File: src/rtl/half_adder.sv
// Single-bit half adder with a registered result, valid flag
// and saturating operation / carry counters.
module half_adder #(
   parameter int CNT_W = 16
) (
   input  logic             clk,
   input  logic             rst,
   input  logic             a,
   input  logic             b,
   input  logic             in_valid,
   output logic             sum,
   output logic             carry,
   output logic             sum_q,
   output logic             carry_q,
   output logic             out_valid,
   output logic [CNT_W-1:0] op_count,
   output logic [CNT_W-1:0] carry_count
);

   logic             sum_d;
   logic             carry_d;
   logic             valid_q;
   logic             valid_d;
   logic [CNT_W-1:0] op_cnt_q;
   logic [CNT_W-1:0] op_cnt_d;
   logic [CNT_W-1:0] cy_cnt_q;
   logic [CNT_W-1:0] cy_cnt_d;
   logic             sum_r_q;
   logic             carry_r_q;
   logic             op_sat;
   logic             cy_sat;

   // Combinational core, independent of clock, reset and valid.
   always_comb begin
      sum   = a ^ b;
      carry = a & b;
   end

   // Next state: capture on in_valid, counters stick at all-ones.
   always_comb begin
      op_sat   = &op_cnt_q;
      cy_sat   = &cy_cnt_q;
      sum_d    = sum_r_q;
      carry_d  = carry_r_q;
      valid_d  = in_valid;
      op_cnt_d = op_cnt_q;
      cy_cnt_d = cy_cnt_q;
      if (in_valid) begin
         sum_d   = sum;
         carry_d = carry;
         if (!op_sat) begin
            op_cnt_d = op_cnt_q + 1'b1;
         end
         if (carry && !cy_sat) begin
            cy_cnt_d = cy_cnt_q + 1'b1;
         end
      end
   end

   // Registered state, cleared immediately by rst.
   always_ff @(posedge clk or posedge rst) begin
      if (rst) begin
         sum_r_q   <= 1'b0;
         carry_r_q <= 1'b0;
         valid_q   <= 1'b0;
         op_cnt_q  <= '0;
         cy_cnt_q  <= '0;
      end else begin
         sum_r_q   <= sum_d;
         carry_r_q <= carry_d;
         valid_q   <= valid_d;
         op_cnt_q  <= op_cnt_d;
         cy_cnt_q  <= cy_cnt_d;
      end
   end

   assign sum_q       = sum_r_q;
   assign carry_q     = carry_r_q;
   assign out_valid   = valid_q;
   assign op_count    = op_cnt_q;
   assign carry_count = cy_cnt_q;

endmodule

File: config.mk
export PLATFORM = sky130hd
export DESIGN_NAME = half_adder
export DESIGN_NICKNAME = d
export VERILOG_FILES = /design/src/rtl/half_adder.sv
export SDC_FILE = /design/constraint.sdc
export NUM_CORES = 1
export LEC_CHECK = 0
export BUFFER_PORTS_ARGS = -buffer_cell sky130_fd_sc_hd__buf_2
export CAP_MARGIN = 20
export CORE_MARGIN = 2
export CORE_UTILIZATION = 52
export DETAILED_ROUTE_END_ITERATION = 8
export PLACE_DENSITY_LB_ADDON = 0.25
export SETUP_SLACK_MARGIN = 0.15
export SLEW_MARGIN = 5
export SYNTH_ARGS = -nofsm -noshare
export SYNTH_HDL_FRONTEND = slang
export SYNTH_SLANG_ARGS = --single-unit
File: constraint.sdc
create_clock -name clk -period 2.05 [get_ports clk]
set_clock_uncertainty 0.05 [all_clocks]
set_input_delay 0.41 -clock clk [delete_from_list [all_inputs] [get_ports clk]]
set_output_delay 0.41 -clock clk [all_outputs]
set_load 0.02 [all_outputs]
After elaboration in Yosys (flattened, before gate mapping)

Index checks and enable logic that the tools add are counted.

Register bits: 35
Input port bits: 5
Logic and storage cells: 16

Add/subtract/negate cells: 2
Bitwise gates (word level): 3
Reductions and logical operators: 6

Operator list:

| operator                                       | number |
|---|---|
| adder 16 x 1 -> 16 bit (second input constant) | 2 |
| AND reduction 16 bit                           | 2 |
| AND reduction 2 bit                            | 2 |
| bitwise AND 1 bit                              | 1 |
| logical AND 1 bit                              | 1 |
| zero test 1 bit                                | 1 |
| NOT 1 bit                                      | 1 |
| bitwise XOR 1 bit                              | 1 |

Depth between registers and ports, before layout

Word-level depth: 4
Mapped depth: 6
Mapped depth without buffers: 5

Worst setup path after synthesis

Ideal clock, no wire load.

Kind: register to register
From: register cy_cnt_q[0] (netlist: carry_count[0])
To: register cy_cnt_q[6] (netlist: carry_count[6])
Arrival time: 1684 ps
Data required time: 1861 ps
Path slack: 176 ps
Cell stages (with the launch flop): 7
Path buffers: 1
Cell sequence: dfrtp_1 > ha_1 > nand4_1 > nor4_1 > buf_2 > nor4b_1 > xor2_1

Word-level cells in the longest chain between the ends: 4
Elaborated cells between the ends (all ways): 5
Classes of those cells: 1 x add/sub; 4 x reduce/logical

RTL lines:

| what                                                                           | line | source |
|---|---|---|
| from (decl)                                                                    | 26   | `logic [CNT_W-1:0] cy_cnt_q;` |
| from (signal assigned)                                                         | 73   | `cy_cnt_q <= cy_cnt_d;` |
| parallel branches: the longest is 4 deep, another holds adder 16 x 1 -> 16 bit | --   |  |

Several ways; the timed one is not identified.
A chain may end at the register's enable or synchronous reset.

Worst setup path in the final report

From: register cy_cnt_q[0] (netlist: carry_count[0])
To: register cy_cnt_q[1] (netlist: carry_count[1])

The elaborated chain is that of the path after synthesis.

==> metrics.yaml <==
die-area_um2: 3750
vias: 1423
ys_async_sr_fraction_pct: 100
clk_pin_slew_ns: 0.10
cp.required_ns: 2.23
ir_drop_uv: 758
routed_via_density: 5.60
tightest_slew_ns: 0.439
io_pins: 42
synth_edf_count: 0
initial_core_util_pct: 55.4
drcViolationCount: 0
die_w_um: 61.3
netlist_area_um2: 1710
rows: 20
final_area_um2: 2080
grt_first_pass_wirelength_um: 5580
synth_cell_type_count: 31
cp_slowest_cell: "dfrtp_2"
crit_chain: "ha_4 -> nand4_1 -> nor4_2 -> buf_4 -> nor2_1 -> mux2_2"
antenna_found_initial: 0
max_stage_delay_ns: 0.44
p_leak_nw: 1.03
synth_top_cell_area_share_pct: 51.4
htreeDepth: 2
io_buffers: 41
cp_num_buf_inv: 1
rsz0062_at_grt: "true"
finalWorstSetupSlack_ns: 0.210
relSlewSlack_pct: 70.7
cts_buffer_depth: 2
cts_root_buffer: "clkbuf_4"
yosys_warnings: 0
max_freq_mhz: 544
power.density_nw_per_um2: 917
drt_wl_total_um: 3540
avgSynthCellArea_um2: 10.8
finalCriticalPeriod_ns: 1.84
post_dp_cell_area_um2: 1980
area_growth_pct: 21.8
tns_ns: 0
insertedDiodeCount: 0
pre_cts_ws_ns: 0.0647
hold_viol_final: 0
status: "complete, no violations"
worstReg2RegStart: "carry_count[0]"
routedWlPerCell_um: 13.9
endpoint_kind: "flip-flop"
slew_violations: 0
numCtsBuffers: 5
worst_ep_arrival_time_ns: 2.02
ys_ff_latch: 35
syn_nets: 166
grt_pass1_vias: 1201
synthCells: 158
synthTopCellsByCount: "dfrtp_1, xor2_1, nand3_1, nand4_1"
nets: 219
dr.pass1.iters: 5
finalSetupViolCount: 0
ff2ff_setup_slack_ns: 0.21
ys.flop_type: "dfrtp_1"
drtAntennaViolNets: 0
yosysMostFrequentCell: "dfrtp_1"
drive_above_1_share_pct: 32.4
grt_overflow: 0
stdcell_count: 254
cap_violations: 0
placed_cells: 244
insertion_delay_ns: 0.34
critPathTopFamily: "simple AND/OR/NAND/NOR gates"
critPathMaxFanout: 7
gr-usage-all-layers_pct: 20.8
drt_iter0_drc: 101
critPathLaunchType: "flip-flop"
synth_area_leaders: "dfrtp_1, xor2_1, xnor2_1, nand4_1, nand3_1"
yosysTopAreaCell: "dfrtp_1"
core_um2: 3080
criticalPathCategory: "reg2reg"
dp_hpwl_um: 2510
cts_sinks: 35
r2r_end: "carry_count[1]"
ys_seq_area_share_pct: 51.4
die-height_um: 61.3
tritoncts: "done"
fin_worst_hold_slack_ns: 0.108
hp-class: "in2async"
r2r_cells: 6
gp_congestion: 0.822
period_share_pct: 89.8
grt_max_degree: 36
repair_timing:
| action | 4_1_cts | 5_1_grt |
|---|---|---|
| pin swaps | 1 | 1 |
| cloned | 0 | 0 |
| gates resized for setup | 1 | 4 |
| endpoints found under the setup margin | 3 | 10 |
| setup buffers | 0 | 4 |
| hold buffers | 0 | 0 |
cell usage in the layout, fill, tap and decap left out, types with 5 or more instances in the layout:
master / Yosys / routed
nor2_1: 8 / 8
buf_4: 0 / 9
nor3_1: 9 / 9
dfrtp_1: 35 / 34
nand4_1: 12 / 12
nand3_1: 14 / 14
nand2_1: 9 / 9
xnor2_1: 9 / 9
clkbuf_4: 0 / 5
xor2_1: 15 / 15
buf_2: 3 / 41
routing by layer:
layer	track usage [%]	part of all wire, %
met1	28.7	46
met2	31.0	46
met3	6.51	6.3
met4	7.76	1.6
met5	0	0
where the power goes:
group,internal [W],leakage (nW),switching [W]
Combinational,0.000245,0.552,0.000342
Clock,0.000122,0.0242,0.000211
Sequential,0.000817,0.453,0.000168
final cells by class:
cell class / instances / area, µm²
fill: 252 / 1000
clock buffer: 6 / 41.3
tap: 44 / 55.1
timing repair buffer: 50 / 273
sequential: 35 / 877
inverter: 4 / 15.0
multi-input combinational: 115 / 816
logic make-up after synthesis:
logic type                 synth area share, %
buffers and inverters                     1.98
xor gates and xnor gates                  12.3
AOI/OAI and AO/OA                         4.62
DFF                                       51.4
and+or+nand+nor                           24.9
adders and majority gates                 2.20
muxes                                     2.64
stage by stage:
step | util (%) | power, W
final | 67.5 | 0.00190
after global routing | 67.5 | 0.00204
after CTS | 66.0 | 0.00188
after detailed placement | 64.5 | 0.00154
after global placement | 64.5 | 0.00151
after floorplan | - | 0.00134
worst max-delay path by stage:
stage          cells after the start        endpoint  slack (ns)      startpoint
2_1_floorplan                      6  carry_count[6]        0.18  carry_count[0]
3_3_place_gp                       6  carry_count[1]        0.22  carry_count[0]
3_5_place_dp                       6  carry_count[1]        0.06  carry_count[0]
4_1_cts                            6  carry_count[1]        0.21  carry_count[0]
5_1_grt                            6  carry_count[1]         0.1  carry_count[0]
6_report                           6  carry_count[1]        0.21  carry_count[0]
tightest hold or removal path: cells and delay by family:
kind,cells,cell delay (ns)
buffers and inverters,3,0.53
sequential cells by signal, summed over array words and instances, names as in the netlist:
signal       cells
carry_count     16
out_valid        1
op_count        16
sum_q            1
carry_q          1
Note: power is estimated with default switching activity, not from simulation.
